`src/rtl/rca_wide_seq_adder.sv`:
```
`default_nettype none
// ============================================================================
//  Module   : rca_64bit / rca_wide_seq_adder
//  Brief    : 64-bit ripple-carry adder, and a sequencer that streams one
//             WORDS*64-bit addition through it a limb at a time, LSW first.
//  Revision : 1.0  initial release
// ============================================================================

module rca_64bit (
    input  logic [63:0] a,
    input  logic [63:0] b,
    input  logic        cin,
    output logic [63:0] sum,
    output logic        cout
);

    logic [64:0] w_c;

    assign w_c[0] = cin;

    for (genvar i = 0; i < 64; i++) begin : g_bit
        assign sum[i]   = a[i] ^ b[i] ^ w_c[i];
        assign w_c[i+1] = (a[i] & b[i]) | (w_c[i] & (a[i] ^ b[i]));
    end

    assign cout = w_c[64];

endmodule

module rca_wide_seq_adder #(
    parameter int WORDS = 4
) (
    input  logic                  clk,
    input  logic                  rst,
    input  logic                  in_valid,
    output logic                  in_ready,
    input  logic [64*WORDS-1:0]   in_a,
    input  logic [64*WORDS-1:0]   in_b,
    input  logic                  in_cin,
    output logic                  out_valid,
    input  logic                  out_ready,
    output logic [64*WORDS-1:0]   out_sum,
    output logic                  out_cout
);

    localparam int                 c_idx_w = (WORDS > 1) ? $clog2(WORDS) : 1;
    localparam logic [c_idx_w-1:0] c_last  = c_idx_w'(WORDS - 1);

    typedef enum logic [1:0] {
        S_IDLE = 2'd0,
        S_ADD  = 2'd1,
        S_DONE = 2'd2
    } state_t;

    state_t                  r_state;
    state_t                  w_state_next;
    logic [WORDS-1:0][63:0]  r_a;
    logic [WORDS-1:0][63:0]  r_b;
    logic [WORDS-1:0][63:0]  r_sum;
    logic [c_idx_w-1:0]      r_idx;
    logic                    r_carry;
    logic                    r_cout;
    logic [63:0]             w_limb_sum;
    logic                    w_limb_cout;

    // Single adder instance; the carry chain between limbs goes through r_carry.
    rca_64bit u_rca (
        .a    (r_a[r_idx]),
        .b    (r_b[r_idx]),
        .cin  (r_carry),
        .sum  (w_limb_sum),
        .cout (w_limb_cout)
    );

    always_ff @(posedge clk) begin
        if (rst) begin
            r_state <= S_IDLE;
        end else begin
            r_state <= w_state_next;
        end
    end

    always_comb begin
        w_state_next = r_state;
        case (r_state)
            S_IDLE: if (in_valid)          w_state_next = S_ADD;
            S_ADD:  if (r_idx == c_last)   w_state_next = S_DONE;
            S_DONE: if (out_ready)         w_state_next = S_IDLE;
            default:                       w_state_next = S_IDLE;
        endcase
    end

    always_ff @(posedge clk) begin
        if (rst) begin
            r_a     <= '0;
            r_b     <= '0;
            r_sum   <= '0;
            r_idx   <= '0;
            r_carry <= 1'b0;
            r_cout  <= 1'b0;
        end else begin
            case (r_state)
                S_IDLE: begin
                    if (in_valid) begin
                        r_a     <= in_a;
                        r_b     <= in_b;
                        r_carry <= in_cin;
                        r_idx   <= '0;
                    end
                end
                S_ADD: begin
                    r_sum[r_idx] <= w_limb_sum;
                    r_carry      <= w_limb_cout;
                    // Index parks on the top limb rather than wrapping.
                    if (r_idx == c_last) begin
                        r_cout <= w_limb_cout;
                    end else begin
                        r_idx <= r_idx + 1'b1;
                    end
                end
                default: begin
                end
            endcase
        end
    end

    assign in_ready  = (r_state == S_IDLE);
    assign out_valid = (r_state == S_DONE);
    assign out_sum   = r_sum;
    assign out_cout  = r_cout;

endmodule

`default_nettype wire

```
`config.mk`:
```
export PLATFORM = sky130hd
export DESIGN_NAME = rca_wide_seq_adder
export DESIGN_NICKNAME = d
export VERILOG_FILES = /design/src/rtl/rca_wide_seq_adder.sv
export SDC_FILE = /design/constraint.sdc
export NUM_CORES = 2
export LEC_CHECK = 0
export BUFFER_PORTS_ARGS = -buffer_cell sky130_fd_sc_hd__buf_2
export CAP_MARGIN = 40
export CORE_AREA = 3 3 300 302
export DETAILED_ROUTE_END_ITERATION = 8
export DIE_AREA = 0 0 303 305
export HOLD_SLACK_MARGIN = 0.1
export RECOVER_POWER = 50
export SLEW_MARGIN = 20
export SYNTH_ARGS = -nofsm -noshare
export SYNTH_HDL_FRONTEND = slang
export SYNTH_SLANG_ARGS = --single-unit
```
`constraint.sdc`:
```
create_clock -name clk -period 32.2 [get_ports clk]
set_input_delay 6.44 -clock clk [delete_from_list [all_inputs] [get_ports clk]]
set_output_delay 6.44 -clock clk [all_outputs]
set_load 0.02 [all_outputs]
```
==> After elaboration in Yosys (flattened, before gate mapping) <==
Index checks and enable logic that the tools add are counted.
W data, S select, Z words.
{ "word_totals": {"reg_bits": 774, "in_bits": 517, "output_inout_bits": 259, "elab_cells": 370} }
{ "op_classes": {"n_addsub": 1, "order_cmp": 2, "n_eq_ne": 7, "n_mux": 16, "n_bitwise": 320, "reduce_logical": 8} }
{ "ops": {"columns": ["operator", "n"], "rows": [
  ["$bmux W64 S2", 2],
  ["$bwmux W256", 1],
  ["$mux W64", 3],
  ["$and A1 B1 Y1", 128],
  ["$demux W64 S2", 1],
  ["$xor A1 B1 Y1", 128],
  ["$or A1 B1 Y1", 64],
  ["$mux W2", 5],
  ["$ne A2 B2 Y1 const B", 3],
  ["$pmux W2 S3", 1],
  ["$reduce_and A2 Y1", 3],
  ["$reduce_and A3 Y1", 2],
  ["$eq A2 B2 Y1 const B", 2],
  ["$pmux W2 S2", 1],
  ["$lt A2 B3 Y1 const B", 1],
  ["$add A2 B1 Y2 const B", 1],
  ["$eq A2 B1 Y1 const B", 1],
  ["$ge A2 B1 Y1 const B", 1],
  ["$logic_not A2 Y1", 1],
  ["$ne A2 B1 Y1 const B", 1],
  ["$pmux W1 S2", 1],
  ["$reduce_bool A2 Y1", 1],
  ["$logic_and A1 B1 Y1", 1],
  ["$mux W1", 1]
]} }

==> Logic depth before layout (Yosys ltp) <==
{ "depth": {"ltp_word": 132, "depth_mapped": 73, "mapped_depth_nobuf": 69} }

==> Modules after synthesis <==
A second synthesis with hierarchy kept.
{ "hier_totals": {"cells_unflattened": 3604, "area_unflattened_um2": 31293.8} }
{ "by_module_without_submodules": {"columns": ["mod", "instances", "cells_each", "area_per_inst_um2", "seq_area_each_um2"], "rows": [
  ["rca_wide_seq_adder", 1, 3530, 29975.0, 15494.9],
  ["rca_64bit", 1, 74, 1318.8, 0.0]
]} }

==> Least setup slack after synthesis <==
No wires, ideal clock.
{ "synth_path": {"path_type": "register -> register", "from": "register r_idx[0]", "to": "register r_sum (netlist bit out_sum[127])", "setup_time_ps": 86, "arrival_time_ps": 30315, "required_time_ps": 32114, "setup_slack_ps": 1799, "stages_incl_launch_ff": 74, "path_buffers": 4, "period_less_slack_ps": 30401, "cell_sequence": "dfxtp_1 clkbuf_2 buf_4 buf_2 buf_4 mux4_2 fa_1 fa_1 fa_1 fa_1 fa_1 fa_1 fa_1 fa_1 fa_1 fa_1 fa_1 fa_1 [... 38 more ...] fa_1 fa_1 fa_1 fa_1 fa_1 fa_1 fa_1 fa_1 fa_1 fa_1 fa_1 fa_1 fa_1 fa_1 fa_1 inv_1 fa_1 a211oi_1"} }
{ "synth_between": {"elab_chain_len": 131, "word_cells_on_any_way": 264, "cone_classes": "order compare: 2; mux: 7; bitwise: 254; reduce/logical: 1"} }
{ "synth_rtl": {"columns": ["element", "line", "source"], "rows": [
  ["start, declared", "60", "logic [c_idx_w-1:0] r_idx;"],
  ["start signal, assigned", "118", "r_idx <= r_idx + 1'b1;"],
  ["$bmux W64 S2, on equally long branches", "68, 69", null],
  ["$mux W64, on equally long branches", "68, 69", null],
  ["$xor A1 B1 Y1", "23", "assign w_c[i+1] = (a[i] & b[i]) | (w_c[i] & (a[i] ^ b[i]));"],
  ["$and A1 B1 Y1", "23", null],
  ["$or A1 B1 Y1", "23", null],
  ["$and A1 B1 Y1", "23", null],
  ["$or A1 B1 Y1", "23", null],
  ["$and A1 B1 Y1", "23", null],
  ["[... 115 more ...]", null, null],
  ["$and A1 B1 Y1", "23", null],
  ["$or A1 B1 Y1", "23", null],
  ["$and A1 B1 Y1", "23", null],
  ["$or A1 B1 Y1", "23", null],
  ["$and A1 B1 Y1", "23", null],
  ["$or A1 B1 Y1", "23", null],
  ["$xor A1 B1 Y1", "22", "assign sum[i] = a[i] ^ b[i] ^ w_c[i];"],
  ["$bwmux W256 (*)", "112", "r_sum[r_idx] <= w_limb_sum;"],
  ["end signal, assigned by index", "112", null],
  ["end, declared", "59", "logic [WORDS-1:0][63:0] r_sum;"]
]} }
Every way passes the cells marked *; elsewhere a longest branch is shown, timed or not. The select of a mux whose other input is x is not followed.
A chain may end at the register's enable or synchronous reset.

==> Worst setup path in the final report <==
{ "layout_path": {"from": "register r_idx[1]", "to": "register r_sum (netlist bit out_sum[63])"} }
Same word-level chain as after synthesis.

==> impl_results.html <==
<table>
<tr><th>Metric</th><th>Value</th></tr>
<tr><th colspan="2">Run status</th></tr>
<tr><td>Outcome</td><td>finished, violations left</td></tr>
<tr><td>Failing checks</td><td>capacitance limit, slew limit</td></tr>
<tr><th colspan="2">Clocking</th></tr>
<tr><td>Cts bufs inserted</td><td>85</td></tr>
<tr><td>CTS clk-pin slew, worst paths</td><td>about 0.060 ns</td></tr>
<tr><td>Hold buffers post-CTS</td><td>0</td></tr>
<tr><td>Clock sink count</td><td>slightly below 800</td></tr>
<tr><td>Skew-Pair Late Insertion Delay</td><td>roughly 0.63 ns</td></tr>
<tr><td>Clk root buf</td><td>sky130_fd_sc_hd__clkbuf_16</td></tr>
<tr><td>TritonCTS clock tree</td><td>built</td></tr>
<tr><td>H-tree level count</td><td>3</td></tr>
<tr><td>Buffer depth of the longest clock path</td><td>3</td></tr>
<tr><th colspan="2">Global route</th></tr>
<tr><td>Gr busiest metal</td><td>met2</td></tr>
<tr><td>Total global routing track utilization</td><td>around 22%</td></tr>
<tr><td>Number of antenna violations at the first check in global routing</td><td>52</td></tr>
<tr><td>GR met2 Demand/Resource</td><td>between 30% and 40%</td></tr>
<tr><td>GRT met1 Usage</td><td>roughly 28%</td></tr>
<tr><td>Number of global-route vias before repair</td><td>about 26000</td></tr>
<tr><td>Leftover overflow at the end of global routing</td><td>0</td></tr>
<tr><td>Pin count of the biggest net entering global routing</td><td>between 200 and 250</td></tr>
<tr><td>First-pass GRT wire length</td><td>159000 um</td></tr>
<tr><td>Global Route met3 Usage</td><td>3.82%</td></tr>
<tr><th colspan="2">Detailed routing</th></tr>
<tr><td>Number of vias per cell</td><td>around 5.0</td></tr>
<tr><td>WL per Instance</td><td>roughly 20 um</td></tr>
<tr><td>DRC violations left</td><td>0</td></tr>
<tr><td>Final Routed Wirelength</td><td>around 110000 um</td></tr>
<tr><td>Number of routed nets with antenna violations</td><td>0</td></tr>
<tr><td>Iter 0 DRT Violations</td><td>2310</td></tr>
<tr><td>Via count</td><td>approximately 27000</td></tr>
<tr><td>Iteration count of the initial detailed-routing pass</td><td>5</td></tr>
<tr><th colspan="2">Power and ir drop</th></tr>
<tr><td>Final Power</td><td>about 2.3 mW</td></tr>
<tr><td>Ratio of total power to cell area</td><td>60.2 mW/mm^2</td></tr>
<tr><td>Peak VDD IR</td><td>approximately 41 uV</td></tr>
<tr><td>Leakage component of the power</td><td>14.4 nW</td></tr>
<tr><th colspan="2">Timing</th></tr>
<tr><td>Number of pins exceeding their max-slew limit in the final report</td><td>approximately 350</td></tr>
<tr><td>Clk_skew</td><td>0.0363 ns</td></tr>
<tr><td>Setup violation total in the final timing report</td><td>0</td></tr>
<tr><td>Min Clock Period, post-route</td><td>31.09 ns</td></tr>
<tr><td>Worst slew margin</td><td>-497%</td></tr>
<tr><td>Accumulated negative setup slack</td><td>0 ns</td></tr>
<tr><td>Fin. Hold Viols</td><td>0</td></tr>
<tr><td>F_max</td><td>about 0.032 GHz</td></tr>
<tr><td>Period utilization</td><td>96.6%</td></tr>
<tr><td>Slew of the pin with the lowest slew margin</td><td>between 8 and 9 ns</td></tr>
<tr><th colspan="2">Floorplan</th></tr>
<tr><td>Area of the core</td><td>between 0.08 and 0.09 mm^2</td></tr>
<tr><td>Initial Util</td><td>35.5%</td></tr>
<tr><td>I/O pin total</td><td>slightly below 800</td></tr>
<tr><td>Die Height</td><td>305 um</td></tr>
<tr><td>Row count</td><td>109</td></tr>
<tr><td>Die Wd</td><td>about 300 um</td></tr>
<tr><td>Die footprint</td><td>about 0.092 mm^2</td></tr>
<tr><th colspan="2">Final layout</th></tr>
<tr><td>Synthesis-to-finish area growth</td><td>22.4%</td></tr>
<tr><td>Layout cell share with drive strength beyond 1</td><td>~20%</td></tr>
<tr><td>Post-layout utilization of the core</td><td>between 40% and 50%</td></tr>
<tr><td>Nets</td><td>4797</td></tr>
<tr><th colspan="2">Yosys</th></tr>
<tr><td>Post-synthesis instance area</td><td>around 0.031 mm^2</td></tr>
<tr><td>Most area-hungry cell type in the Yosys netlist</td><td>sky130_fd_sc_hd__dfxtp_1</td></tr>
<tr><td>Area share of the largest cell type after synthesis</td><td>49.6%</td></tr>
<tr><td>Library cells used by synthesis</td><td>25</td></tr>
<tr><td>Number of register bits inferred by synthesis</td><td>just under 800</td></tr>
<tr><td>Number of instances in the synthesized netlist</td><td>3590</td></tr>
<tr><td>Sequential cell area fraction in the yosys report</td><td>49.6%</td></tr>
<tr><td>Mapped Avg Cell Area</td><td>between 8 and 9 um^2</td></tr>
<tr><td>Post-synthesis net count</td><td>~4200</td></tr>
<tr><td>Top cells by area, synth</td><td>sky130_fd_sc_hd__dfxtp_1, sky130_fd_sc_hd__nand2_1, sky130_fd_sc_hd__a21oi_1</td></tr>
<tr><td>Ys Warns</td><td>0</td></tr>
<tr><th colspan="2">Setup path</th></tr>
<tr><td>Most used cell, CP</td><td>sky130_fd_sc_hd__fa_1</td></tr>
<tr><td>Crit-path max cell delay</td><td>roughly 0.5 ns</td></tr>
<tr><td>Highest net fanout along the worst path</td><td>4</td></tr>
<tr><td>WP data arrival</td><td>roughly 32 ns</td></tr>
<tr><td>Crit path buf inv count</td><td>3</td></tr>
<tr><td>WS Path Type</td><td>reg -&gt; reg</td></tr>
<tr><td>Gate family responsible for the most delay along the worst path</td><td>adder cells</td></tr>
<tr><td>CP Data Required Time</td><td>about 33 ns</td></tr>
<tr><td>Critical Path Start Type</td><td>flip-flop</td></tr>
<tr><td>Critical path endpoint category</td><td>flip-flop</td></tr>
<tr><td>Master of the slowest instance on the critical path</td><td>sky130_fd_sc_hd__mux4_2</td></tr>
<tr><th colspan="2">Placed design</th></tr>
<tr><td>Final weighted congestion of routability-driven global placement</td><td>between 0.8 and 0.9</td></tr>
<tr><td>Dpl hpwl</td><td>roughly 77000 um</td></tr>
<tr><td>Number of buffer cells added on primary ports</td><td>a little under 800</td></tr>
<tr><th colspan="2">Hold path</th></tr>
<tr><td>Hold/Removal Path Class</td><td>reg -&gt; reg</td></tr>
<tr><th colspan="2">Job</th></tr>
<tr><td>Max-cap check violation count</td><td>2</td></tr>
</table>
per-stage QoR:
stage / cell area, um^2 / hold WS, ns / worst slack, ns / cells
floorplan: 31200 / 0.433 / 1.80 / 3590
global placement: 35200 / 0.438 / 0.685 / 5275
detailed placement: 35400 / 0.443 / 0.664 / 5284
CTS: 38400 / 0.451 / 0.530 / 5442
global route: 38200 / 0.465 / -0.0127 / 5487
finish: 38200 / 0.450 / 1.11 / 5492
cell usage after synthesis (all sizes together):
master / n
buf: 182
and3b: 4
a211oi: 9
fa: 64
ha: 4
clkbuf: 104
nand2: 1520
a2111oi: 2
nor2: 12
nor3b: 1
inv: 9
dfxtp: 774
mux4: 128
nand3: 2
nand3b: 5
nor3: 1
or3b: 2
nor2b: 2
a21oi: 763
nand2b: 2
cells in the final DEF, fill, tap and decap left out, drive strengths merged, types with 4 or more instances in the layout:
cell | Yosys | layout
nor2 | 12 | 12
mux4 | 128 | 128
buf | 182 | 560
clkinv | 0 | 18
fa | 64 | 64
a211oi | 9 | 9
nand3b | 5 | 5
and3b | 4 | 4
ha | 4 | 4
inv | 9 | 13
nand2 | 1520 | 1520
dfxtp | 774 | 774
bufinv | 0 | 7
diode | 0 | 44
a21oi | 763 | 763
clkbuf | 104 | 389
sequential cells by signal, summed over array words and instances, names as in the netlist:
| register | count |
|---|---|
| out_sum | 256 |
| r_a | 256 |
| r_b | 256 |
| r_idx | 2 |
| r_state | 2 |
| out_cout | 1 |
| r_carry | 1 |
logic make-up (layout without fill, tap and decap cells):
logic type,count (synthesis),after routing,synth area share (%)
buf+inv,295,988,5.52
other cells,0,44,0
flops,774,774,49.6
compound gates,774,774,12.5
fa+ha+maj,68,68,4.26
simple gates,1551,1551,18.9
mux,128,128,9.23
power breakdown:
part / total (mW) / switching (mW) / internal (mW)
Clock: 1.02 / 0.409 / 0.608
Sequential: 1.03 / 0.0241 / 1.00
Combinational: 0.259 / 0.158 / 0.100
Total: 2.30 / 0.591 / 1.71
per-layer routing:
metal	part of all wire [%]	wire length [um]
met4	3.8	4070
met5	0.078	84
met3	6.8	7280
met1	40	42800
met2	50	53400
worst reg2reg max path: cells and delay by family (launching register included):
family,cells,cell delay [ns]
AO/OA/AOI/OAI,1,0.22
multiplexers,1,0.51
flip-flops,1,0.36
buffers and inverters,3,0.25
adder cells (fa/ha/maj),64,29.66
final timing paths:
check / end / depth (start not counted) / from / slack, ns
setup reg to reg: out_sum[63] / 69 / r_idx[1] / 1.11
hold reg to reg: r_a[128] / 2 / r_a[128] / 0.45
hold / removal: r_a[128] / 2 / r_a[128] / 0.45
setup / recovery: out_sum[63] / 69 / r_idx[1] / 1.11
what timing repair did:
item | CTS | global route
setup buffers | 0 | 4
resized for setup | 0 | 1
setup endpoints to repair | 0 | 6
area by class of cell:
class                      count  area [um^2]
antenna                       44          110
clock inverter                30          419
inverter                       9         33.8
sequential                   774        15500
tap                         1165         1460
multi-input combinational   2521        14000
fill                        9016        49700
timing repair buffer         821         4130
clock buffer                 128         2550
Power figures use the tool's default switching activity.
